**config.mk**
```make
export PLATFORM = sky130hd
export DESIGN_NAME = psram_arb
export DESIGN_NICKNAME = d
export VERILOG_FILES = /design/src/rtl/psram_pkg.sv /design/src/rtl/psram_arb_rr_pick.sv /design/src/rtl/psram_arb.sv
export SDC_FILE = /design/constraint.sdc
export NUM_CORES = 1
export LEC_CHECK = 0
export CAP_MARGIN = 25
export CORE_ASPECT_RATIO = 0.7
export CORE_MARGIN = 8
export CORE_UTILIZATION = 34
export CTS_CLUSTER_DIAMETER = 80
export DETAILED_ROUTE_END_ITERATION = 10
export PLACE_DENSITY = 0.85
export SLEW_MARGIN = 15
export SYNTH_ARGS = -nofsm -noshare
export SYNTH_HDL_FRONTEND = slang
export SYNTH_SLANG_ARGS = --single-unit
export TNS_END_PERCENT = 20
```
**constraint.sdc**
```tcl
create_clock -name clk -period 2.2 [get_ports clk]
set_clock_uncertainty 0.05 [all_clocks]
set_input_delay 0.33 -clock clk [delete_from_list [all_inputs] [get_ports clk]]
set_output_delay 0.33 -clock clk [all_outputs]
set_load 0.01 [all_outputs]
```
**src/rtl/psram_pkg.sv**
```systemverilog
// Shared types and constants for the PSRAM port arbiter and its helpers.
package psram_pkg;

  localparam int unsigned PSRAM_AW = 25;

  localparam logic [1:0] RESP_OKAY   = 2'b00;
  localparam logic [1:0] RESP_SLVERR = 2'b10;

  typedef enum logic [2:0] {
    ST_IDLE,
    ST_ISSUE,
    ST_WDATA,
    ST_RDATA,
    ST_GAP
  } psram_arb_state_t;

  // Latched transaction: direction and start address of the granted burst.
  typedef struct packed {
    logic                is_wr;
    logic [PSRAM_AW-1:0] addr;
  } psram_req_t;

endpackage

```
**src/rtl/psram_arb_rr_pick.sv**
```systemverilog
// Combinational round-robin selector: first requester after 'last', wrapping.
module rr_pick #(
  parameter  int unsigned NPORT = 2,
  localparam int unsigned IW    = (NPORT > 1) ? $clog2(NPORT) : 1
) (
  input  logic [NPORT-1:0] req,
  input  logic [IW-1:0]    last,
  output logic [IW-1:0]    grant,
  output logic             valid
);

  logic [IW-1:0] idx;

  always_comb begin
    grant = last;
    valid = 1'b0;
    idx   = last;
    for (int unsigned k = 1; k <= NPORT; k++) begin
      idx = IW'((32'(last) + k) % NPORT);
      if (!valid && req[idx]) begin
        valid = 1'b1;
        grant = idx;
      end
    end
  end

endmodule

```
**src/rtl/psram_arb.sv**
```systemverilog
// Round-robin arbiter/sequencer sharing one PSRAM controller port among NPORT requesters.
// Optional data-phase timeout is enabled with the PSRAM_ARB_TIMEOUT_EN macro.
module psram_arb
  import psram_pkg::*;
#(
  parameter int unsigned NPORT    = 2,
  parameter int unsigned WR_BEATS = 8,
  parameter int unsigned RD_BEATS = 4,
  parameter int unsigned GAP_CYC  = 4,
  parameter int unsigned TIMEOUT  = 255
) (
  input  logic                           clk,
  input  logic                           reset,
  input  logic                           psram_ready,
  input  logic [NPORT-1:0][PSRAM_AW-1:0] s_awaddr,
  input  logic [NPORT-1:0]               s_awvalid,
  output logic [NPORT-1:0]               s_awready,
  input  logic [NPORT-1:0][15:0]         s_wdata,
  input  logic [NPORT-1:0]               s_wvalid,
  output logic [NPORT-1:0]               s_wready,
  output logic [NPORT-1:0]               s_bvalid,
  output logic [NPORT-1:0][1:0]          s_bresp,
  input  logic [NPORT-1:0]               s_bready,
  input  logic [NPORT-1:0][PSRAM_AW-1:0] s_araddr,
  input  logic [NPORT-1:0]               s_arvalid,
  output logic [NPORT-1:0]               s_arready,
  output logic [15:0]                    s_rdata,
  output logic [NPORT-1:0]               s_rvalid,
  output logic                           s_rlast,
  output logic [1:0]                     s_rresp,
  output logic [PSRAM_AW-1:0]            m_awaddr,
  output logic [7:0]                     m_awlen,
  output logic                           m_awvalid,
  output logic [15:0]                    m_wdata,
  output logic                           m_wvalid,
  input  logic                           m_wready,
  output logic [PSRAM_AW-1:0]            m_araddr,
  output logic [7:0]                     m_arlen,
  output logic                           m_arvalid,
  input  logic [15:0]                    m_rdata,
  input  logic                           m_rvalid,
  output logic                           busy,
  output logic                           err
);

  localparam int unsigned IW = (NPORT > 1) ? $clog2(NPORT) : 1;
  localparam int unsigned BW = 4;
  localparam int unsigned GW = (GAP_CYC > 1) ? $clog2(GAP_CYC + 1) : 1;
  localparam int unsigned LW = 8;

  if (NPORT < 2 || NPORT > 4 || WR_BEATS < 1 || WR_BEATS > 16 || RD_BEATS < 1 || RD_BEATS > 16 ||
      GAP_CYC < 1 || TIMEOUT < 1 || TIMEOUT > 255) begin : g_bad_cfg
    $error("psram_arb: unsupported parameter set");
  end

  psram_arb_state_t         state_q, state_d;
  psram_req_t               req_q, req_d;
  logic [IW-1:0]            grant_q, grant_d;
  logic [IW-1:0]            last_q, last_d;
  logic [BW-1:0]            beat_q, beat_d;
  logic [GW-1:0]            gap_q, gap_d;
  logic [NPORT-1:0]         bvalid_q, bvalid_d;
  logic [NPORT-1:0][1:0]    bresp_q, bresp_d;
  logic [NPORT-1:0]         awready_q, awready_d;
  logic [NPORT-1:0]         arready_q, arready_d;
  logic                     awvalid_q, awvalid_d;
  logic                     arvalid_q, arvalid_d;
  logic                     busy_q, busy_d;
  logic                     err_q, err_d;

  logic [NPORT-1:0] elig;
  logic [IW-1:0]    pick;
  logic             pick_vld;
  logic             wr_beat, rd_beat, wr_done, rd_done, to_hit;

  // A port with an unacknowledged write response may only issue reads.
  assign elig = s_arvalid | (s_awvalid & ~bvalid_q);

  rr_pick #(.NPORT(NPORT)) u_rr_pick (
    .req   (elig),
    .last  (last_q),
    .grant (pick),
    .valid (pick_vld)
  );

  assign wr_beat = (state_q == ST_WDATA) && m_wready && s_wvalid[grant_q];
  assign rd_beat = (state_q == ST_RDATA) && m_rvalid;
  assign wr_done = wr_beat && (beat_q == BW'(WR_BEATS - 1));
  assign rd_done = rd_beat && (beat_q == BW'(RD_BEATS - 1));

`ifdef PSRAM_ARB_TIMEOUT_EN
  logic [7:0] to_q, to_d;

  always_comb begin
    to_d = to_q;
    if (state_q == ST_ISSUE) begin
      to_d = '0;
    end else if (state_q == ST_WDATA || state_q == ST_RDATA) begin
      to_d = to_q + 8'd1;
    end
  end

  always_ff @(posedge clk) begin
    if (reset) to_q <= '0;
    else       to_q <= to_d;
  end

  assign to_hit = (state_q == ST_WDATA || state_q == ST_RDATA) && (to_q == 8'(TIMEOUT - 1));
`else
  assign to_hit = 1'b0;
`endif

  // Data-path steering toward the granted requester; these follow inputs with no latency.
  always_comb begin
    m_wdata  = '0;
    m_wvalid = 1'b0;
    s_wready = '0;
    s_rdata  = '0;
    s_rvalid = '0;
    s_rlast  = 1'b0;
    s_rresp  = RESP_OKAY;
    if (state_q == ST_WDATA) begin
      m_wdata           = s_wdata[grant_q];
      m_wvalid          = s_wvalid[grant_q];
      s_wready[grant_q] = m_wready;
    end
    if (state_q == ST_RDATA) begin
      s_rdata           = m_rdata;
      s_rvalid[grant_q] = m_rvalid;
      s_rlast           = rd_done;
      if (to_hit && !rd_done) begin
        s_rdata           = '0;
        s_rvalid[grant_q] = 1'b1;
        s_rlast           = 1'b1;
        s_rresp           = RESP_SLVERR;
      end
    end
  end

  always_comb begin
    state_d   = state_q;
    req_d     = req_q;
    grant_d   = grant_q;
    last_d    = last_q;
    beat_d    = beat_q;
    gap_d     = gap_q;
    bvalid_d  = bvalid_q & ~s_bready;
    bresp_d   = bresp_q;
    err_d     = err_q;
    unique case (state_q)
      ST_IDLE: begin
        if (psram_ready && pick_vld) begin
          grant_d     = pick;
          req_d.is_wr = !s_arvalid[pick];
          req_d.addr  = s_arvalid[pick] ? s_araddr[pick] : s_awaddr[pick];
          state_d     = ST_ISSUE;
        end
      end
      ST_ISSUE: begin
        last_d  = grant_q;
        beat_d  = '0;
        state_d = req_q.is_wr ? ST_WDATA : ST_RDATA;
      end
      ST_WDATA: begin
        if (wr_beat) beat_d = beat_q + BW'(1);
        if (wr_done || to_hit) begin
          bvalid_d[grant_q] = 1'b1;
          bresp_d[grant_q]  = wr_done ? RESP_OKAY : RESP_SLVERR;
          if (!wr_done) err_d = 1'b1;
          gap_d   = '0;
          state_d = ST_GAP;
        end
      end
      ST_RDATA: begin
        if (rd_beat) beat_d = beat_q + BW'(1);
        if (rd_done || to_hit) begin
          if (!rd_done) err_d = 1'b1;
          gap_d   = '0;
          state_d = ST_GAP;
        end
      end
      ST_GAP: begin
        if (gap_q == GW'(GAP_CYC - 1)) state_d = ST_IDLE;
        else                           gap_d   = gap_q + GW'(1);
      end
      default: state_d = ST_IDLE;
    endcase

    // Issue pulses are registered off the next state so they line up with ISSUE.
    awvalid_d = (state_d == ST_ISSUE) && req_d.is_wr;
    arvalid_d = (state_d == ST_ISSUE) && !req_d.is_wr;
    awready_d = '0;
    arready_d = '0;
    if (state_d == ST_ISSUE) begin
      awready_d[grant_d] = req_d.is_wr;
      arready_d[grant_d] = !req_d.is_wr;
    end
    busy_d = (state_d != ST_IDLE);
  end

  always_ff @(posedge clk) begin
    if (reset) begin
      state_q   <= ST_IDLE;
      req_q     <= '0;
      grant_q   <= '0;
      last_q    <= IW'(NPORT - 1);
      beat_q    <= '0;
      gap_q     <= '0;
      bvalid_q  <= '0;
      bresp_q   <= '0;
      awready_q <= '0;
      arready_q <= '0;
      awvalid_q <= 1'b0;
      arvalid_q <= 1'b0;
      busy_q    <= 1'b0;
      err_q     <= 1'b0;
    end else begin
      state_q   <= state_d;
      req_q     <= req_d;
      grant_q   <= grant_d;
      last_q    <= last_d;
      beat_q    <= beat_d;
      gap_q     <= gap_d;
      bvalid_q  <= bvalid_d;
      bresp_q   <= bresp_d;
      awready_q <= awready_d;
      arready_q <= arready_d;
      awvalid_q <= awvalid_d;
      arvalid_q <= arvalid_d;
      busy_q    <= busy_d;
      err_q     <= err_d;
    end
  end

  assign s_awready = awready_q;
  assign s_arready = arready_q;
  assign s_bvalid  = bvalid_q;
  assign s_bresp   = bresp_q;
  assign m_awaddr  = req_q.addr;
  assign m_araddr  = req_q.addr;
  assign m_awlen   = LW'(WR_BEATS - 1);
  assign m_arlen   = LW'(RD_BEATS - 1);
  assign m_awvalid = awvalid_q;
  assign m_arvalid = arvalid_q;
  assign busy      = busy_q;
  assign err       = err_q;

endmodule

```
==> results of run 1 <==
layout make-up:
| type | instances | share of cell area, % |
|---|---|---|
| inverters | 4 | 0.2395 |
| clock buffers | 5 | 1.996 |
| clock inverters | 3 | 0.3393 |
| well taps | 132 | 2.635 |
| multi-input cells | 264 | 33.51 |
| flip-flops and latches | 49 | 15.75 |
| repair buffers | 284 | 45.53 |
sequential cells by signal (all words and copies together), names as in the netlist:
| signal | flops |
|---|---|
| m_araddr | 25 |
| beat_q | 4 |
| gap_q | 3 |
| state_q | 3 |
| s_arready | 2 |
| s_awready | 2 |
| s_bresp | 2 |
| s_bvalid | 2 |
| busy | 1 |
| grant_q | 1 |
| last_q | 1 |
| m_arvalid | 1 |
| m_awvalid | 1 |
| req_q | 1 |
layer usage:
layer,vias to the layer above,track usage [%]
li1,1762,-
met3,12,4.718
met5,-,0
met2,128,34.36
met1,1731,21.01
met4,0,2.575
synth_stat cells, drive strengths merged, types with 4 or more instances:
master,n
buf,84
mux2i,67
dfxtp,49
nor2,32
nand3b,25
o221ai,25
and3,18
clkbuf,13
a21oi,10
nor2b,9
o21ai,6
inv,4
nand2b,4
cell families after synthesis:
kind of cell               share of synthesized area (%)
AOI/OAI and AO/OA                                  14.93
and+or+nand+nor                                    19.06
xor gates and xnor gates                          0.2409
other                                             0.2065
muxes                                              19.06
buffers and inverters                              18.48
DFF                                                26.98
adders and majority gates                          1.032
placed cells by master, fill, tap and decap left out, drive strengths merged, types with 5 or more instances in the layout:
cell	synthesis	layout
clkdlybuf4s50	0	224
nor2	32	32
conb	2	21
nand3b	25	25
dlygate4sd2	0	26
o21ai	6	6
dfxtp	49	49
nor2b	9	9
dlymetal6s2s	0	8
mux2i	67	67
inv	4	5
buf	84	25
a21oi	10	10
and3	18	18
o221ai	25	25
clkbuf	13	6
final timing paths:
| kind | cells after the start | to | slack, ns | startpoint |
|---|---|---|---|---|
| worst max-delay path | 4 | s_rvalid[1] | 0.03 | m_rvalid |
| worst min register to register | 2 | s_bresp[1]$_SDFFE_PP0P_ | 0.41 | s_bresp[1]$_SDFFE_PP0P_ |
| worst max register to register | 6 | m_araddr[12]$_SDFFE_PP0P_ | 0.16 | state_q[2]$_SDFF_PP0_ |
| worst min-delay path | 2 | s_bresp[1]$_SDFFE_PP0P_ | 0.41 | s_bresp[1]$_SDFFE_PP0P_ |
per-stage QoR:
| stage | setup slack, ns | hold WS, ns |
|---|---|---|
| floorplan | 0.3479 | 0.3935 |
| global placement | -0.005388 | 0.3864 |
| detailed placement | -0.05607 | 0.3938 |
| CTS | -0.07612 | 0.4064 |
| global route | -0.05479 | 0.4447 |
| finish | 0.02598 | 0.4131 |
where the power goes:
| part | switching (mW) | internal [mW] | leakage [nW] |
|---|---|---|---|
| Combinational | 0.504 | 0.748 | 2.30 |
| Sequential | 0.0658 | 0.962 | 0.402 |
| Clock | 0.349 | 0.424 | 0.0702 |
| Total | 0.918 | 2.13 | 2.77 |
worst min-delay path: cells and delay by family, from the launching register on:
kind,cells,cell delay (ns)
AOI/OAI and AO/OA,1,0.04
DFF,1,0.31
and+or+nand+nor,1,0.07
timing repair:
action / 4_1_cts / 5_1_grt
cloned: 1 / 0
gates resized for setup: 35 / 11
pin swaps: 1 / 2
buffers inserted: 0 / 2
setup endpoints to repair: 37 / 12
==> results.cfg, run 1 <==
[timing]
slew_headroom_pct = 64.82
rsz0062_at_grt = true
setup_viol = 0
hold_violations = 0
fin_crit_sh_pct = 98.82
drv_slew = 0
max_freq_mhz = 460.0
setup_tns_ns = 0
tightestPinTransition_ns = 0.5277
fin_crit_ns = 2.174

[yosys]
syn_inst = 394
ys.warnings.count = 0
yosysTopAreaCellShare_pct = 26.98
synth-edff-count = 0
ys_seq_elements = 49
async_flop_share_pct = 0
synth.area.top_cells = dfxtp_1 27%, mux2i_1 18%, buf_4 15%
synth_area_um2 = 3636
synth_area_leader_cell = dfxtp_1
synth_cell_type_count = 47
synth_ff_type = dfxtp_1
yosysSeqAreaShare_pct = 26.98
syn_avg_cell_area_um2 = 9.228

[worst_setup_path]
critPathKind = in -> out
required_ns = 1.82
slowest_stage = clkdlybuf4s50_1
worst-path-buf-inv = 2
startpoint_type = input port
critPathTopFamily = buffers and inverters
cp_max_fo = 5
cp.arrival_ns = 1.79
cp_cell_sequence = clkdlybuf4s50_1 -> nand4b_1 -> nor2_1 -> clkdlybuf4s50_1
cp_slowest_stage_delay_ns = 0.56
crit_top_cell = clkdlybuf4s50_1
endpoint_kind = output pin

[placed_design]
port_buffers = 259
place_area_um2 = 6092
gp_congestion = 0.7711
hpwl_um = 11640
numPlacedInstances = 730

[drt]
drtAntennaViolNets = 0
vias = 3633
drt-met1-wl_um = 5820
routed_wirelength_um = 14320
drc = 0
top_layer = met4
drtIter0Drc = 154
wl_met3_um = 936
met2WireLength_um = 7398
first_pass_iters = 7
via_per_inst = 4.903
wire_per_inst_um = 19.32

[power]
power_mw = 3.052
irDropWorstVdd_mv = 0.2991
leakagePower_nw = 2.770
powerDensity_nw_per_um2 = 486.9

[clock_network]
cts_tree = yes
worstSkewPairLatency_ns = 0.29
cts_max_level = 2
cts_hold_buf = 0
clk_pin_slew_ns = 0.07
cts_buffer_depth = 2
cts_sinks = 49
clockRootBuffer = clkbuf_16
cts-buffers-inserted = 5

[finish]
multi_input_area_um2 = 2101
regArea_um2 = 987.2
final_core_util_pct = 60.30
antenna_cells = 0
areaGrowthSynthToFinish_pct = 72.40
layout-drive-gt1-share_pct = 11.17
instances_no_fill = 741
fin_area_um2 = 6269
fillers = 890
final_net_count = 772

[floorplan]
coreArea_um2 = 10400
die_h_um = 102.5
dieArea_um2 = 14310
placementRows = 31
ios = 281
initial_utilization_pct = 34.98
die_w_um = 139.6

[global_routing]
grt_max_degree = 40
grt_pass1_vias = 3804
grt_pass1_wl_um = 20900
grt_usage_pct = 18.22
gr-total-overflow = 0
antenna_found_initial = 0

[status]
status = finished, final reports clean

[hold_path]
min_path_type = reg -> reg

[run]
drv_cap = 0
No activity file was read; power rests on OpenSTA's default activity.
==> inputs of run 2 (changes only) <==
--- a/config.mk
+++ b/config.mk
@@ -7,7 +7,7 @@
 export LEC_CHECK = 0
 export CAP_MARGIN = 25
 export CORE_ASPECT_RATIO = 0.7
-export CORE_MARGIN = 8
+export CORE_MARGIN = 4
 export CORE_UTILIZATION = 34
 export CTS_CLUSTER_DIAMETER = 80
 export DETAILED_ROUTE_END_ITERATION = 10
==> run 2 against run 1 <==
Against the previous run:
- design area up 1.0%
- highest routed layer unchanged
- routed wire length shrank 5.1%
- fmax grew 0.92%
- global-route usage grew 2.2 points
- register-to-register slack improved by 0.06 ns
- sequential power barely moved
- critical path depth is the same
- non-clock buffer count is 4 higher
- sequential share of layout area shrank 0.080 points
- count of clock-buffer cells in the layout is 2 higher
- final cell count increased by 0.54%
==> results.cfg, run 2 (synthesis results as in run 1) <==
[timing]
worst_slack_ns = 0.04582
max_freq_mhz = 464.2
drv_slew = 0
fin_crit_sh_pct = 97.92
fin_crit_ns = 2.154
tightestPinTransition_ns = 0.5195
hold_violations = 0
setup_viol = 0
rsz0062_at_grt = true
slew_headroom_pct = 64.90

[drt]
routed_wirelength_um = 13590
via_per_inst = 4.936
drc = 0
first_pass_iters = 4
vias = 3677
wire_per_inst_um = 18.24
drtIter0Drc = 130
drtAntennaViolNets = 0

[floorplan]
ios = 281
coreArea_um2 = 10400
dieArea_um2 = 12440
die_h_um = 94.52
placementRows = 31
initial_utilization_pct = 34.98
die_w_um = 131.6

[worst_setup_path]
endpoint_kind = output pin
crit_start = state_q[0]$_SDFF_PP0_
cp.arrival_ns = 1.77
crit_end = s_rdata[14]
cp_max_fo = 16
rrSetupSlack_ns = 0.22
required_ns = 1.82
critPathKind = reg -> out
r2r_end = gap_q[2]$_SDFFE_PP0P_
r2r_cells = 6
startpoint_type = flip-flop
worstReg2RegStart = gap_q[0]$_SDFFE_PP0P_

[power]
power_mw = 3.050
clkPwrFrac_pct = 24.9
p_seq_share_pct = 33.9
swShare_pct = 29.81
power.switching_uw = 909.1
power_frac_comb_pct = 41.2
powerDensity_nw_per_um2 = 481.6
irDropWorstVdd_mv = 0.3257
p_int_mw = 2.141
leakagePower_nw = 2.789

[finish]
final_common_cell = clkdlybuf4s50_1
fin_area_um2 = 6332
layout-drive-gt1-share_pct = 11.26
fillers = 879
largest_register_ffs = 25
multi_input_area_um2 = 2106
areaGrowthSynthToFinish_pct = 74.16
regArea_um2 = 992.2
final_cell_mix = 236 x clkdlybuf4s50_1, 67 x mux2i_1, 46 x dfxtp_1
final_net_count = 776
antenna_cells = 0

[global_routing]
grt_usage_pct = 20.37
grt_busiest_layer = met2
grt_pass1_wl_um = 20440
grt_max_degree = 40
gr-total-overflow = 0
grt_use_met1_pct = 23.42
antenna_found_initial = 0
grt_pass1_vias = 3857
use_met3_pct = 6.124
use_met2_pct = 37.22

[clock_network]
cts_tree = yes
post_cts_buffers = 0
cts_hold_buf = 0
clk_pin_slew_ns = 0.07
cts_sinks = 49
worstSkewPairLatency_ns = 0.29
cts_max_level = 2
cts-buffers-inserted = 5
cts_buffer_depth = 2
clockRootBuffer = clkbuf_16

[hold_path]
hold_path_startpoint = s_bresp[1]$_SDFFE_PP0P_
min_path_type = reg -> reg

[placed_design]
place_area_um2 = 6125
port_buffers = 259
gp_congestion = 0.8780
pre_cts_ws_ns = -0.08877
hpwl_um = 11050

[run]
drv_cap = 0

[status]
status = finished, final reports clean
==> run 2: cell types whose count changed in the layout (fill, tap and decap cells not counted), moves of 2 or more <==
cell and delta:
clkdlybuf4s50_1 +12, dfxtp_4 +2, clkbuf_1 +2, dfxtp_2 -2, dlygate4sd2_1 -17, buf_4 +4
dlymetal6s2s_1 +5
==> run 2: layout make-up <==
type	instances	area share (%)
multi-input combinational	264	33.25
clock inverter	1	0.1186
tap	132	2.608
timing repair buffer	288	46.02
inverter	4	0.2371
clock buffer	7	2.094
sequential	49	15.67
==> run 2: per-layer routing <==
layer / up-vias / part of all wire [%]
met3: 25 / 6.2
met4: 0 / 1.9
met1: 1745 / 40
met2: 135 / 52
met5: - / 0
li1: 1772 / -
==> run 2: critical path: stages, from the launching register on <==
cell	delay [ns]
dfxtp_4	0.42
nor2b_4	0.18
buf_6	0.16
and3_1	0.18
clkdlybuf4s50_1	0.54
==> run 2: worst min-delay path by stage <==
stage / to / slack, ns / cells past startpoint
after floorplan: gap_q[2]$_SDFFE_PP0P_ / 0.39 / 2
after global placement: s_bresp[1]$_SDFFE_PP0P_ / 0.39 / 2
after detailed placement: s_bresp[1]$_SDFFE_PP0P_ / 0.39 / 2
after CTS: s_bresp[1]$_SDFFE_PP0P_ / 0.40 / 2
after global routing: s_bresp[1]$_SDFFE_PP0P_ / 0.44 / 2
final: s_bresp[1]$_SDFFE_PP0P_ / 0.40 / 2
==> run 2: power groups by stage <==
| stage | logic [mW] | clock network [mW] | registers, mW |
|---|---|---|---|
| floorplan | 0.680 | 0 | 1.03 |
| global placement | 1.22 | 0 | 1.05 |
| detailed placement | 1.26 | 0 | 1.05 |
| CTS | 1.26 | 0.778 | 1.03 |
| global route | 1.34 | 0.819 | 1.04 |
| finish | 1.26 | 0.759 | 1.03 |
==> run 2: what timing repair did <==
action                                  in CTS  in global routing
gates cloned                                 1                  0
endpoints found under the setup margin      36                 29
resized for setup                           17                 20
pin swaps                                    1                  2
==> run 2: through the flow <==
stage	setup TNS [ns]	std cells	hold WS (ns)	util (%)
CTS	-0.01047	745	0.4008	60.38
floorplan	0	413	0.3935	-
finish	0	745	0.4010	60.92
global placement	0	736	0.3887	58.92
global route	-0.01866	745	0.4426	60.92
detailed placement	-0.8674	736	0.3874	58.92
